==> config.mk <==
export PLATFORM = sky130hd
export DESIGN_NAME = ysyx_24110015_mem_arbiter_flat
export DESIGN_NICKNAME = d
export VERILOG_FILES = /design/src/rtl/ysyx_24110015_mem_arbiter_pkg.sv /design/src/rtl/ysyx_24110015_mem_arbiter_if.sv /design/src/rtl/ysyx_24110015_mem_arbiter.sv /design/src/flat_wrapper.sv
export SDC_FILE = /design/constraint.sdc
export NUM_CORES = 1
export LEC_CHECK = 0
export CAP_MARGIN = 20
export CORE_AREA = 2 2 136 138
export CTS_BUF_LIST = sky130_fd_sc_hd__clkbuf_8
export DETAILED_ROUTE_END_ITERATION = 8
export DIE_AREA = 0 0 138 140
export GPL_ROUTABILITY_DRIVEN = 0
export MAX_ROUTING_LAYER = met4
export SETUP_SLACK_MARGIN = 0.3
export SLEW_MARGIN = 20
export SYNTH_ARGS = -nofsm -noshare
export SYNTH_HDL_FRONTEND = slang
export SYNTH_SLANG_ARGS = --single-unit
==> constraint.sdc <==
create_clock -name clk -period 2.7 [get_ports clk]
set_clock_uncertainty 0.1 [all_clocks]
set_input_delay 0.27 -clock clk [delete_from_list [all_inputs] [get_ports clk]]
set_output_delay 0.27 -clock clk [all_outputs]
set_load 0.005 [all_outputs]
==> src/rtl/ysyx_24110015_mem_arbiter_pkg.sv <==
// ---------------------------------------------------------------------------
// ysyx_24110015_arb_pkg
// Shared types and constants for the IFU/LSU memory arbiter.
//   state_e  : arbiter sequencer states (IDLE -> ISSUE -> WAIT -> IDLE)
//   owner_e  : which master owns the transaction in flight
//   op_e     : read or write transaction
//   RESP_*   : response codes used when the arbiter generates a response itself
// ---------------------------------------------------------------------------
package ysyx_24110015_arb_pkg;

    typedef enum logic [1:0] {
        IDLE  = 2'd0,
        ISSUE = 2'd1,
        WAIT  = 2'd2
    } state_e;

    typedef enum logic {
        OWN_IFU = 1'b0,
        OWN_LSU = 1'b1
    } owner_e;

    typedef enum logic {
        OP_RD = 1'b0,
        OP_WR = 1'b1
    } op_e;

    localparam logic [1:0] RESP_OKAY   = 2'b00;
    localparam logic [1:0] RESP_SLVERR = 2'b10;

endpackage

==> src/rtl/ysyx_24110015_mem_arbiter_if.sv <==
// ---------------------------------------------------------------------------
// ysyx_24110015_mem_arbiter_if
// Bundles every request/response signal around the arbiter: the IFU read
// channel, the LSU read and write channels, and the SRAM read/write ports.
//   modport slave  : the arbiter's view (takes master requests and SRAM
//                    responses, drives readies, responses and SRAM strobes)
//   modport master : the environment's view (IFU, LSU and SRAM model)
// Parameters: ADDR_WIDTH, DATA_WIDTH (strobe width is DATA_WIDTH/8).
// ---------------------------------------------------------------------------
interface ysyx_24110015_mem_arbiter_if #(
    parameter int ADDR_WIDTH = 32,
    parameter int DATA_WIDTH = 32
);
    localparam int STRB_WIDTH = DATA_WIDTH / 8;

    // IFU read channel
    logic                  ifu_arvalid;
    logic [ADDR_WIDTH-1:0] ifu_araddr;
    logic                  ifu_arready;
    logic                  ifu_rvalid;
    logic [DATA_WIDTH-1:0] ifu_rdata;
    logic [1:0]            ifu_rresp;

    // LSU read channel
    logic                  lsu_arvalid;
    logic [ADDR_WIDTH-1:0] lsu_araddr;
    logic                  lsu_arready;
    logic                  lsu_rvalid;
    logic [DATA_WIDTH-1:0] lsu_rdata;
    logic [1:0]            lsu_rresp;

    // LSU write channel
    logic                  lsu_awvalid;
    logic [ADDR_WIDTH-1:0] lsu_awaddr;
    logic [DATA_WIDTH-1:0] lsu_wdata;
    logic [STRB_WIDTH-1:0] lsu_wstrb;
    logic                  lsu_awready;
    logic                  lsu_bvalid;
    logic [1:0]            lsu_bresp;

    // SRAM ports
    logic [ADDR_WIDTH-1:0] sram_araddr;
    logic                  sram_ren;
    logic [DATA_WIDTH-1:0] sram_rdata;
    logic [1:0]            sram_rresp;
    logic                  sram_rvalid;
    logic [ADDR_WIDTH-1:0] sram_awaddr;
    logic [DATA_WIDTH-1:0] sram_wdata;
    logic [STRB_WIDTH-1:0] sram_wstrb;
    logic                  sram_wen;
    logic [1:0]            sram_bresp;
    logic                  sram_bvalid;

    modport slave (
        input  ifu_arvalid, ifu_araddr,
        output ifu_arready, ifu_rvalid, ifu_rdata, ifu_rresp,
        input  lsu_arvalid, lsu_araddr,
        output lsu_arready, lsu_rvalid, lsu_rdata, lsu_rresp,
        input  lsu_awvalid, lsu_awaddr, lsu_wdata, lsu_wstrb,
        output lsu_awready, lsu_bvalid, lsu_bresp,
        output sram_araddr, sram_ren,
        input  sram_rdata, sram_rresp, sram_rvalid,
        output sram_awaddr, sram_wdata, sram_wstrb, sram_wen,
        input  sram_bresp, sram_bvalid
    );

    modport master (
        output ifu_arvalid, ifu_araddr,
        input  ifu_arready, ifu_rvalid, ifu_rdata, ifu_rresp,
        output lsu_arvalid, lsu_araddr,
        input  lsu_arready, lsu_rvalid, lsu_rdata, lsu_rresp,
        output lsu_awvalid, lsu_awaddr, lsu_wdata, lsu_wstrb,
        input  lsu_awready, lsu_bvalid, lsu_bresp,
        input  sram_araddr, sram_ren,
        output sram_rdata, sram_rresp, sram_rvalid,
        input  sram_awaddr, sram_wdata, sram_wstrb, sram_wen,
        output sram_bresp, sram_bvalid
    );

endinterface

==> src/rtl/ysyx_24110015_mem_arbiter.sv <==
// ---------------------------------------------------------------------------
// ysyx_24110015_mem_arbiter
// Two-master arbiter/sequencer in front of the single-port SRAM model.
// One transaction at a time: accept (IDLE), strobe SRAM for one cycle
// (ISSUE), then forward the SRAM response to the owning master (WAIT).
// Grant priority in IDLE: LSU write > LSU read > IFU read.
//
// Ports:
//   clk    : rising-edge clock
//   rst    : asynchronous active-high reset (aborts any transaction)
//   bus_io : ysyx_24110015_mem_arbiter_if.slave, all master/SRAM channels
//
// Configuration macro: YSYX_24110015_ARB_TIMEOUT_EN
//   When defined, a WAIT-cycle counter answers the owner with SLVERR once it
//   reaches TIMEOUT without an SRAM response. The TIMEOUT parameter only
//   exists in that build.
// ---------------------------------------------------------------------------
module ysyx_24110015_mem_arbiter
    import ysyx_24110015_arb_pkg::*;
#(
    parameter int ADDR_WIDTH = 32,
    parameter int DATA_WIDTH = 32
`ifdef YSYX_24110015_ARB_TIMEOUT_EN
    ,
    parameter int TIMEOUT    = 255
`endif
) (
    input logic                          clk,
    input logic                          rst,
    ysyx_24110015_mem_arbiter_if.slave   bus_io
);

    localparam int STRB_WIDTH = DATA_WIDTH / 8;

    state_e                state_q, state_d;
    owner_e                owner_q, owner_d;
    op_e                   op_q,    op_d;
    logic [ADDR_WIDTH-1:0] addr_q,  addr_d;
    logic [DATA_WIDTH-1:0] wdata_q, wdata_d;
    logic [STRB_WIDTH-1:0] wstrb_q, wstrb_d;

    // Response produced in WAIT, before it is routed to the owner.
    logic                  rdValid;
    logic [DATA_WIDTH-1:0] rdData;
    logic [1:0]            rdResp;
    logic                  wrValid;
    logic [1:0]            wrResp;

`ifdef YSYX_24110015_ARB_TIMEOUT_EN
    localparam int CNT_W = (TIMEOUT > 0) ? $clog2(TIMEOUT + 1) : 1;

    logic [CNT_W-1:0] cnt_q, cnt_d;
    logic             timeoutHit;

    assign timeoutHit = (cnt_q == CNT_W'(TIMEOUT));

    // WAIT-cycle counter; cleared whenever the FSM is not lingering in WAIT.
    always_ff @(posedge clk or posedge rst) begin
        if (rst) begin
            cnt_q <= '0;
        end else begin
            cnt_q <= cnt_d;
        end
    end
`endif

    // Transaction registers: state plus the fields latched at grant time.
    always_ff @(posedge clk or posedge rst) begin
        if (rst) begin
            state_q <= IDLE;
            owner_q <= OWN_IFU;
            op_q    <= OP_RD;
            addr_q  <= '0;
            wdata_q <= '0;
            wstrb_q <= '0;
        end else begin
            state_q <= state_d;
            owner_q <= owner_d;
            op_q    <= op_d;
            addr_q  <= addr_d;
            wdata_q <= wdata_d;
            wstrb_q <= wstrb_d;
        end
    end

    // SRAM address/data always reflect the latched transaction, so they are
    // stable around the single-cycle strobe.
    assign bus_io.sram_araddr = addr_q;
    assign bus_io.sram_awaddr = addr_q;
    assign bus_io.sram_wdata  = wdata_q;
    assign bus_io.sram_wstrb  = wstrb_q;

    // Next-state, grant and response generation. Readies are gated by rst so
    // every output is 0 while reset is held, even with a request pending.
    always_comb begin
        state_d = state_q;
        owner_d = owner_q;
        op_d    = op_q;
        addr_d  = addr_q;
        wdata_d = wdata_q;
        wstrb_d = wstrb_q;

        bus_io.ifu_arready = 1'b0;
        bus_io.lsu_arready = 1'b0;
        bus_io.lsu_awready = 1'b0;
        bus_io.sram_ren    = 1'b0;
        bus_io.sram_wen    = 1'b0;

        rdValid = 1'b0;
        rdData  = '0;
        rdResp  = RESP_OKAY;
        wrValid = 1'b0;
        wrResp  = RESP_OKAY;
`ifdef YSYX_24110015_ARB_TIMEOUT_EN
        cnt_d   = '0;
`endif

        unique case (state_q)
            IDLE: begin
                if (!rst) begin
                    if (bus_io.lsu_awvalid) begin
                        bus_io.lsu_awready = 1'b1;
                        owner_d = OWN_LSU;
                        op_d    = OP_WR;
                        addr_d  = bus_io.lsu_awaddr;
                        wdata_d = bus_io.lsu_wdata;
                        wstrb_d = bus_io.lsu_wstrb;
                        state_d = ISSUE;
                    end else if (bus_io.lsu_arvalid) begin
                        bus_io.lsu_arready = 1'b1;
                        owner_d = OWN_LSU;
                        op_d    = OP_RD;
                        addr_d  = bus_io.lsu_araddr;
                        wdata_d = '0;
                        wstrb_d = '0;
                        state_d = ISSUE;
                    end else if (bus_io.ifu_arvalid) begin
                        bus_io.ifu_arready = 1'b1;
                        owner_d = OWN_IFU;
                        op_d    = OP_RD;
                        addr_d  = bus_io.ifu_araddr;
                        wdata_d = '0;
                        wstrb_d = '0;
                        state_d = ISSUE;
                    end
                end
            end
            ISSUE: begin
                bus_io.sram_ren = (op_q == OP_RD);
                bus_io.sram_wen = (op_q == OP_WR);
                state_d = WAIT;
            end
            WAIT: begin
                if ((op_q == OP_RD) && bus_io.sram_rvalid) begin
                    rdValid = 1'b1;
                    rdData  = bus_io.sram_rdata;
                    rdResp  = bus_io.sram_rresp;
                    state_d = IDLE;
                end else if ((op_q == OP_WR) && bus_io.sram_bvalid) begin
                    wrValid = 1'b1;
                    wrResp  = bus_io.sram_bresp;
                    state_d = IDLE;
                end
`ifdef YSYX_24110015_ARB_TIMEOUT_EN
                else if (timeoutHit) begin
                    rdValid = (op_q == OP_RD);
                    wrValid = (op_q == OP_WR);
                    rdData  = '0;
                    rdResp  = RESP_SLVERR;
                    wrResp  = RESP_SLVERR;
                    state_d = IDLE;
                end else begin
                    cnt_d = cnt_q + 1'b1;
                end
`endif
            end
            default: begin
                state_d = IDLE;
            end
        endcase

        // Route the response to the owner only; the other side stays 0.
        bus_io.ifu_rvalid = rdValid && (owner_q == OWN_IFU);
        bus_io.ifu_rdata  = bus_io.ifu_rvalid ? rdData : '0;
        bus_io.ifu_rresp  = bus_io.ifu_rvalid ? rdResp : RESP_OKAY;
        bus_io.lsu_rvalid = rdValid && (owner_q == OWN_LSU);
        bus_io.lsu_rdata  = bus_io.lsu_rvalid ? rdData : '0;
        bus_io.lsu_rresp  = bus_io.lsu_rvalid ? rdResp : RESP_OKAY;
        bus_io.lsu_bvalid = wrValid && (owner_q == OWN_LSU);
        bus_io.lsu_bresp  = bus_io.lsu_bvalid ? wrResp : RESP_OKAY;
    end

endmodule

==> src/flat_wrapper.sv <==
// flat-port wrapper written by rule: the top's interface ports become plain ports
module ysyx_24110015_mem_arbiter_flat import ysyx_24110015_arb_pkg::*;
#(
    parameter int ADDR_WIDTH = 32,
    parameter int DATA_WIDTH = 32

)
  (clk, rst, bus_io_ifu_arvalid, bus_io_ifu_araddr, bus_io_ifu_arready, bus_io_ifu_rvalid, bus_io_ifu_rdata, bus_io_ifu_rresp, bus_io_lsu_arvalid, bus_io_lsu_araddr, bus_io_lsu_arready, bus_io_lsu_rvalid, bus_io_lsu_rdata, bus_io_lsu_rresp, bus_io_lsu_awvalid, bus_io_lsu_awaddr, bus_io_lsu_wdata, bus_io_lsu_wstrb, bus_io_lsu_awready, bus_io_lsu_bvalid, bus_io_lsu_bresp, bus_io_sram_araddr, bus_io_sram_ren, bus_io_sram_rdata, bus_io_sram_rresp, bus_io_sram_rvalid, bus_io_sram_awaddr, bus_io_sram_wdata, bus_io_sram_wstrb, bus_io_sram_wen, bus_io_sram_bresp, bus_io_sram_bvalid);
  ysyx_24110015_mem_arbiter_if #(.ADDR_WIDTH(ADDR_WIDTH), .DATA_WIDTH(DATA_WIDTH)) bus_io_i ();
  input logic clk;
  input logic rst;
  input wire logic [$bits(bus_io_i.ifu_arvalid)-1:0] bus_io_ifu_arvalid;
  input wire logic [$bits(bus_io_i.ifu_araddr)-1:0] bus_io_ifu_araddr;
  output wire logic [$bits(bus_io_i.ifu_arready)-1:0] bus_io_ifu_arready;
  output wire logic [$bits(bus_io_i.ifu_rvalid)-1:0] bus_io_ifu_rvalid;
  output wire logic [$bits(bus_io_i.ifu_rdata)-1:0] bus_io_ifu_rdata;
  output wire logic [$bits(bus_io_i.ifu_rresp)-1:0] bus_io_ifu_rresp;
  input wire logic [$bits(bus_io_i.lsu_arvalid)-1:0] bus_io_lsu_arvalid;
  input wire logic [$bits(bus_io_i.lsu_araddr)-1:0] bus_io_lsu_araddr;
  output wire logic [$bits(bus_io_i.lsu_arready)-1:0] bus_io_lsu_arready;
  output wire logic [$bits(bus_io_i.lsu_rvalid)-1:0] bus_io_lsu_rvalid;
  output wire logic [$bits(bus_io_i.lsu_rdata)-1:0] bus_io_lsu_rdata;
  output wire logic [$bits(bus_io_i.lsu_rresp)-1:0] bus_io_lsu_rresp;
  input wire logic [$bits(bus_io_i.lsu_awvalid)-1:0] bus_io_lsu_awvalid;
  input wire logic [$bits(bus_io_i.lsu_awaddr)-1:0] bus_io_lsu_awaddr;
  input wire logic [$bits(bus_io_i.lsu_wdata)-1:0] bus_io_lsu_wdata;
  input wire logic [$bits(bus_io_i.lsu_wstrb)-1:0] bus_io_lsu_wstrb;
  output wire logic [$bits(bus_io_i.lsu_awready)-1:0] bus_io_lsu_awready;
  output wire logic [$bits(bus_io_i.lsu_bvalid)-1:0] bus_io_lsu_bvalid;
  output wire logic [$bits(bus_io_i.lsu_bresp)-1:0] bus_io_lsu_bresp;
  output wire logic [$bits(bus_io_i.sram_araddr)-1:0] bus_io_sram_araddr;
  output wire logic [$bits(bus_io_i.sram_ren)-1:0] bus_io_sram_ren;
  input wire logic [$bits(bus_io_i.sram_rdata)-1:0] bus_io_sram_rdata;
  input wire logic [$bits(bus_io_i.sram_rresp)-1:0] bus_io_sram_rresp;
  input wire logic [$bits(bus_io_i.sram_rvalid)-1:0] bus_io_sram_rvalid;
  output wire logic [$bits(bus_io_i.sram_awaddr)-1:0] bus_io_sram_awaddr;
  output wire logic [$bits(bus_io_i.sram_wdata)-1:0] bus_io_sram_wdata;
  output wire logic [$bits(bus_io_i.sram_wstrb)-1:0] bus_io_sram_wstrb;
  output wire logic [$bits(bus_io_i.sram_wen)-1:0] bus_io_sram_wen;
  input wire logic [$bits(bus_io_i.sram_bresp)-1:0] bus_io_sram_bresp;
  input wire logic [$bits(bus_io_i.sram_bvalid)-1:0] bus_io_sram_bvalid;
  assign bus_io_i.ifu_arvalid = bus_io_ifu_arvalid;
  assign bus_io_i.ifu_araddr = bus_io_ifu_araddr;
  assign bus_io_ifu_arready = bus_io_i.ifu_arready;
  assign bus_io_ifu_rvalid = bus_io_i.ifu_rvalid;
  assign bus_io_ifu_rdata = bus_io_i.ifu_rdata;
  assign bus_io_ifu_rresp = bus_io_i.ifu_rresp;
  assign bus_io_i.lsu_arvalid = bus_io_lsu_arvalid;
  assign bus_io_i.lsu_araddr = bus_io_lsu_araddr;
  assign bus_io_lsu_arready = bus_io_i.lsu_arready;
  assign bus_io_lsu_rvalid = bus_io_i.lsu_rvalid;
  assign bus_io_lsu_rdata = bus_io_i.lsu_rdata;
  assign bus_io_lsu_rresp = bus_io_i.lsu_rresp;
  assign bus_io_i.lsu_awvalid = bus_io_lsu_awvalid;
  assign bus_io_i.lsu_awaddr = bus_io_lsu_awaddr;
  assign bus_io_i.lsu_wdata = bus_io_lsu_wdata;
  assign bus_io_i.lsu_wstrb = bus_io_lsu_wstrb;
  assign bus_io_lsu_awready = bus_io_i.lsu_awready;
  assign bus_io_lsu_bvalid = bus_io_i.lsu_bvalid;
  assign bus_io_lsu_bresp = bus_io_i.lsu_bresp;
  assign bus_io_sram_araddr = bus_io_i.sram_araddr;
  assign bus_io_sram_ren = bus_io_i.sram_ren;
  assign bus_io_i.sram_rdata = bus_io_sram_rdata;
  assign bus_io_i.sram_rresp = bus_io_sram_rresp;
  assign bus_io_i.sram_rvalid = bus_io_sram_rvalid;
  assign bus_io_sram_awaddr = bus_io_i.sram_awaddr;
  assign bus_io_sram_wdata = bus_io_i.sram_wdata;
  assign bus_io_sram_wstrb = bus_io_i.sram_wstrb;
  assign bus_io_sram_wen = bus_io_i.sram_wen;
  assign bus_io_i.sram_bresp = bus_io_sram_bresp;
  assign bus_io_i.sram_bvalid = bus_io_sram_bvalid;
  ysyx_24110015_mem_arbiter #(.ADDR_WIDTH(ADDR_WIDTH), .DATA_WIDTH(DATA_WIDTH)) u_core (.clk(clk), .rst(rst), .bus_io(bus_io_i));
endmodule
# Yosys cells after proc, flatten, opt, wreduce, memory -nomap -nowiden
# Cells that the tools add are included.
# W data, S select, Z words.
[totals]
input_bits = 175
wordCells = 75
out_inout_bits = 178
regBits = 72
[classes]
n_reduce_logical = 9
muxes = 52
bitwise_logic = 3
eq_ne = 5
[ops]
columns = ["operator", "n"]
rows = [
  ["$mux W32", 10],
  ["$mux W2", 14],
  ["$mux W1", 24],
  ["$mux W4", 3],
  ["$pmux W2 S3", 1],
  ["$reduce_and A3 Y1", 2],
  ["$logic_and A1 B1 Y1", 5],
  ["$ne A4 B4 Y1 const B", 1],
  ["$ne A3 B1 Y1 const B", 1],
  ["$not A1 Y1", 3],
  ["$reduce_bool A3 Y1", 1],
  ["$eq A2 B1 Y1 const B", 1],
  ["$eq A2 B2 Y1 const B", 1],
  ["$logic_not A2 Y1", 1],
  ["$ne A2 B2 Y1 const B", 1],
]

# Longest topological paths before layout
[depth]
depth_word = 6
ltp_mapped = 5
mapped_depth_nobuf = 3

# Least setup slack after synthesis
# Ideal clock, no wire load.
[synth_timing]
kind = "register to output"
from = "register u_core.op_q"
to = "output port bus_io_ifu_rdata[0]"
arrival_time_ns = 1.299
t_required_ns = 2.330
setup_slack_ns = 1.031
path_stages_with_launch = 5
path_buffers = 1
path_cell_list = "dfrtp_1 -> nand2b_1 -> nor4b_4 -> clkbuf_1 -> and2_1"
[synth_between]
elab_chain_cells = 6
word_cells_on_any_way = 8
classes_between = "mux: 5; bitwise: 1; reduce/logical: 2"
[synth_rtl]
columns = ["item", "line", "rtl"]
rows = [
  ["start: declaration", "ysyx_24110015_mem_arbiter.sv:37", "op_e op_q, op_d;"],
  ["start signal: assignment", "ysyx_24110015_mem_arbiter.sv:79", "op_q <= op_d;"],
  ["$not A1 Y1 *", "ysyx_24110015_mem_arbiter.sv:154", "if ((op_q == OP_RD) && bus_io.sram_rvalid) begin"],
  ["$logic_and A1 B1 Y1 *", "ysyx_24110015_mem_arbiter.sv:154", ""],
  ["$mux W1", "ysyx_24110015_mem_arbiter.sv:154", ""],
  ["$mux W1", "ysyx_24110015_mem_arbiter.sv:118", "unique case (state_q)"],
  ["$logic_and A1 B1 Y1", "ysyx_24110015_mem_arbiter.sv:183", "bus_io.ifu_rvalid = rdValid && (owner_q == OWN_IFU);"],
  ["$mux W32 *", "ysyx_24110015_mem_arbiter.sv:184", "bus_io.ifu_rdata = bus_io.ifu_rvalid ? rdData : '0;"],
  ["end: declaration", "flat_wrapper.sv:16", "output wire logic [$bits(bus_io_i.ifu_rdata)-1:0] bus_io_ifu_rdata;"],
]
# Mark *: on every way between the ends. The rest lies on a longest branch, timed or not.

# Final worst setup path
# Ends and elaborated chain as after synthesis.

==> metrics.md <==
| Metric | Value |
|---|---|
| GR Util All Layers | ~16% |
| Number of flops mapped to enable cells by yosys | 0 |
| CTS Hold Bufs | 0 |
| # rows | 49 |
| CTS clk-pin slew, worst paths | approximately 0.080 ns |
| Multi-input gate area | 1900 sq um |
| Top cell type's share of synthesized area | 44.1% |
| Area growth syn-to-layout | 99.3% |
| Top cells by count, synth | dfrtp_1, and2_1, a22o_1 |
| FILL cells | between 1500 and 2000 |
| Yosys warning count | 0 |
| Worst path arrival time | roughly 2.0 ns |
| CP peak stage delay | approximately 0.38 ns |
| Async SR Flop Fraction | between 90% and 100% |
| Netlist cell types | 23 |
| Worst Setup End Kind | primary output |
| Max Freq | 418 MHz |
| CP max FO | 8 |
| H-tree depth | 3 |
| DRT iter0 DRCs | 116 |
| Multiplexer share of the synthesized area | between 10% and 20% |
| Min-Delay Path Class | primary input to asynchronous set/reset pin |
| DRT Wirelength | about 16000 microns |
| Yosys reg bits | 72 |
| Final Hold Fails | 0 |
| Total Negative Setup Slacks | 0 ns |
| Drt drc | 0 |
| Largest family of logic cells by synthesized area | simple AND/OR/NAND/NOR gates |
| I/O Pins | between 300 and 400 |
| Synthesized area | 4080 sq um |
| Gr ovfl total | 0 |
| Fraction of layout cells with a size suffix above 1 | between 10% and 20% |
| Total CTS buffers | 9 |
| Reg area | about 1800 sq um |
| Compound-gate portion of the synthesized area | between 10% and 20% |
| Initial antenna violation count | 0 |
| RSZ-0062 raised after global routing | true |
| Sink Count | 72 |
| CP delay by family, top | buffers and inverters |
| Maxcap violations | 0 |
| Adder-cell area share of the yosys netlist | 0% |
| Final min period | 2.39 ns |
| Via Count | 4154 |
| Setup CP Type | flip-flop to primary output |
| LEAKAGE | 4.32 nW |
| Tcrit/Tclk final | roughly nine tenths |
| Cell Area, Placed | 7590 sq um |
| Count leader, synth | dfrtp_1 |
| Nets | approximately 900 |
| Syn Area/Cell | 10.5 sq um |
| Crit path required time | ~2.3 ns |
| Most used cell, CP | buf_4 |
| Fin area | 8140 sq um |
| Sequential area share after synthesis | between 40% and 50% |
| Xor and xnor area share after synthesis | 0% |
| Critical path cell sequence | nand2b_4 > nor4b_4 > buf_6 > buf_4 > buf_4 > clkbuf_16 > buf_4 > and2_1 > dlymetal6s2s_1 |
| Maximum vdd drop | ~0.36 mV |
| Initial core utilization | 23.0% |
| Number of global-route vias before repair | around 4200 |
| Total power | just under 0.006 W |
| Diode count | 0 |
| Slew headroom | 64.4% |
| Buf+Inv Stages, Crit Path | 6 |
| Startpoint types | flip-flop |
| Top_reg_cell synth | dfrtp_1 |
| Leading area contributor after synthesis | dfrtp_1 |
| Synth area leaders | dfrtp_1, and2_1, mux2_2, a22o_1, mux2i_1 |
| Detailed Place HPWL | between 10000 and 15000 microns |
| Die ar. | just under 20000 sq um |
| Die span in x | between 100 and 150 microns |
| First-pass GRT wire length | ~24000 microns |
| WL/cell | ~17 microns |
| Skew-Pair Late Insertion Delay | 0.34 ns |
| Vias per cell | ~4.3 |
| CTS tree | done |
| Area of the core | 17800 sq um |
| Largest net degree at the start of global routing | 71 |
| Final setup fails | 0 |
| Worst-Margin Slew | 0.534 ns |
| Clock buffer depth | 2 |
| Synth Area in Simple Gates | 16.8% |
| Cells after Synth | around 390 |
| Port buffer count | between 300 and 400 |
| Clock tree root buffer cell | clkbuf_8 |
| Die H | ~140 microns |
| Status | finished clean |
| Initial DRT Pass Iterations | 4 |
| ANT nets after route | 0 |
| Power per cell area | between 700 and 800 nW/um^2 |
| Final Slew Violations | 0 |
| Worst path slowest cell | dfrtp_1 |
| Syn Nets | between 500 and 600 |
power by group:
| group | internal, W | total (W) | switching, W |
|---|---|---|---|
| clock network | 0.000340 | 0.000788 | 0.000448 |
| registers | 0.00159 | 0.00200 | 0.000406 |
| logic | 0.00213 | 0.00308 | 0.000951 |
cells by family (layout without fill, tap and decap cells):
family | Yosys count | in the layout
simple gates | 119 | 119
flops | 72 | 72
compound gates | 71 | 71
mux | 64 | 64
buf+inv | 63 | 401
metrics by stage:
stage                     utilization [%]  std cells  hold slack (ns)  setup WS, ns
after floorplan                         -        389            0.303         0.505
after global placement               42.7        917            0.389         0.332
after detailed placement             42.7        917            0.390         0.298
after CTS                            44.0        936            0.227         0.227
after global routing                 45.8        956            0.268         0.199
final                                45.8        956            0.246         0.310
routing by layer:
| metal | wire (microns) | track usage [%] | up-vias |
|---|---|---|---|
| met5 | 0 | - | - |
| met3 | 986 | 3.35 | 23 |
| met2 | 9200 | 30.5 | 204 |
| li1 | - | - | 1971 |
| met4 | 357 | 4.46 | 0 |
| met1 | 5850 | 16.7 | 1956 |
cells in the final DEF (no fill, tap or decap), types with 4 or more instances in the layout:
master	n
buf_4	18
buf_12	4
dlygate4sd2_1	18
o21ai_0	32
nand2_1	35
mux2_2	32
mux2i_1	32
a22o_1	37
buf_6	5
clkbuf_8	9
dlymetal6s2s_1	47
and2_1	71
clkdlybuf4s50_1	285
dfrtp_1	69
state kept, by name, indices dropped and copies added (netlist names):
register / flops
u_core.bus_io.sram_araddr: 32
u_core.bus_io.sram_wdata: 32
u_core.bus_io.sram_wstrb: 4
u_core.op_q: 1
u_core.owner_q: 1
u_core.state_q: 2
final timing paths:
check,slack [ns],end,start,cells past startpoint
max,0.31,bus_io_ifu_rdata[0],u_core.op_q,9
min,0.25,u_core.state_q[1],rst,2
max reg2reg,0.95,u_core.bus_io.sram_araddr[6],u_core.state_q[1],5
min reg2reg,0.41,u_core.bus_io.sram_wdata[20],u_core.bus_io.sram_wdata[20],1
max in group asynchronous,1.63,u_core.bus_io.sram_araddr[8],rst,3
min in group clk,0.25,u_core.owner_q,bus_io_lsu_awvalid,3
area by class of cell:
class / count / area share [%]
tap: 229 / 3.52
clock inverter: 7 / 0.661
clock buffer: 9 / 1.52
multi-input combinational: 254 / 23.3
timing repair buffer: 382 / 48.6
inverter: 3 / 0.154
sequential: 72 / 22.2
timing repair:
action,4_1_cts,5_1_grt
pin swaps,2,1
resized for setup,27,51
cloned,1,5
setup buffers,2,15
endpoints found under the hold margin,0,0
setup endpoints to repair,71,53
(Power assumes the default switching activity.)
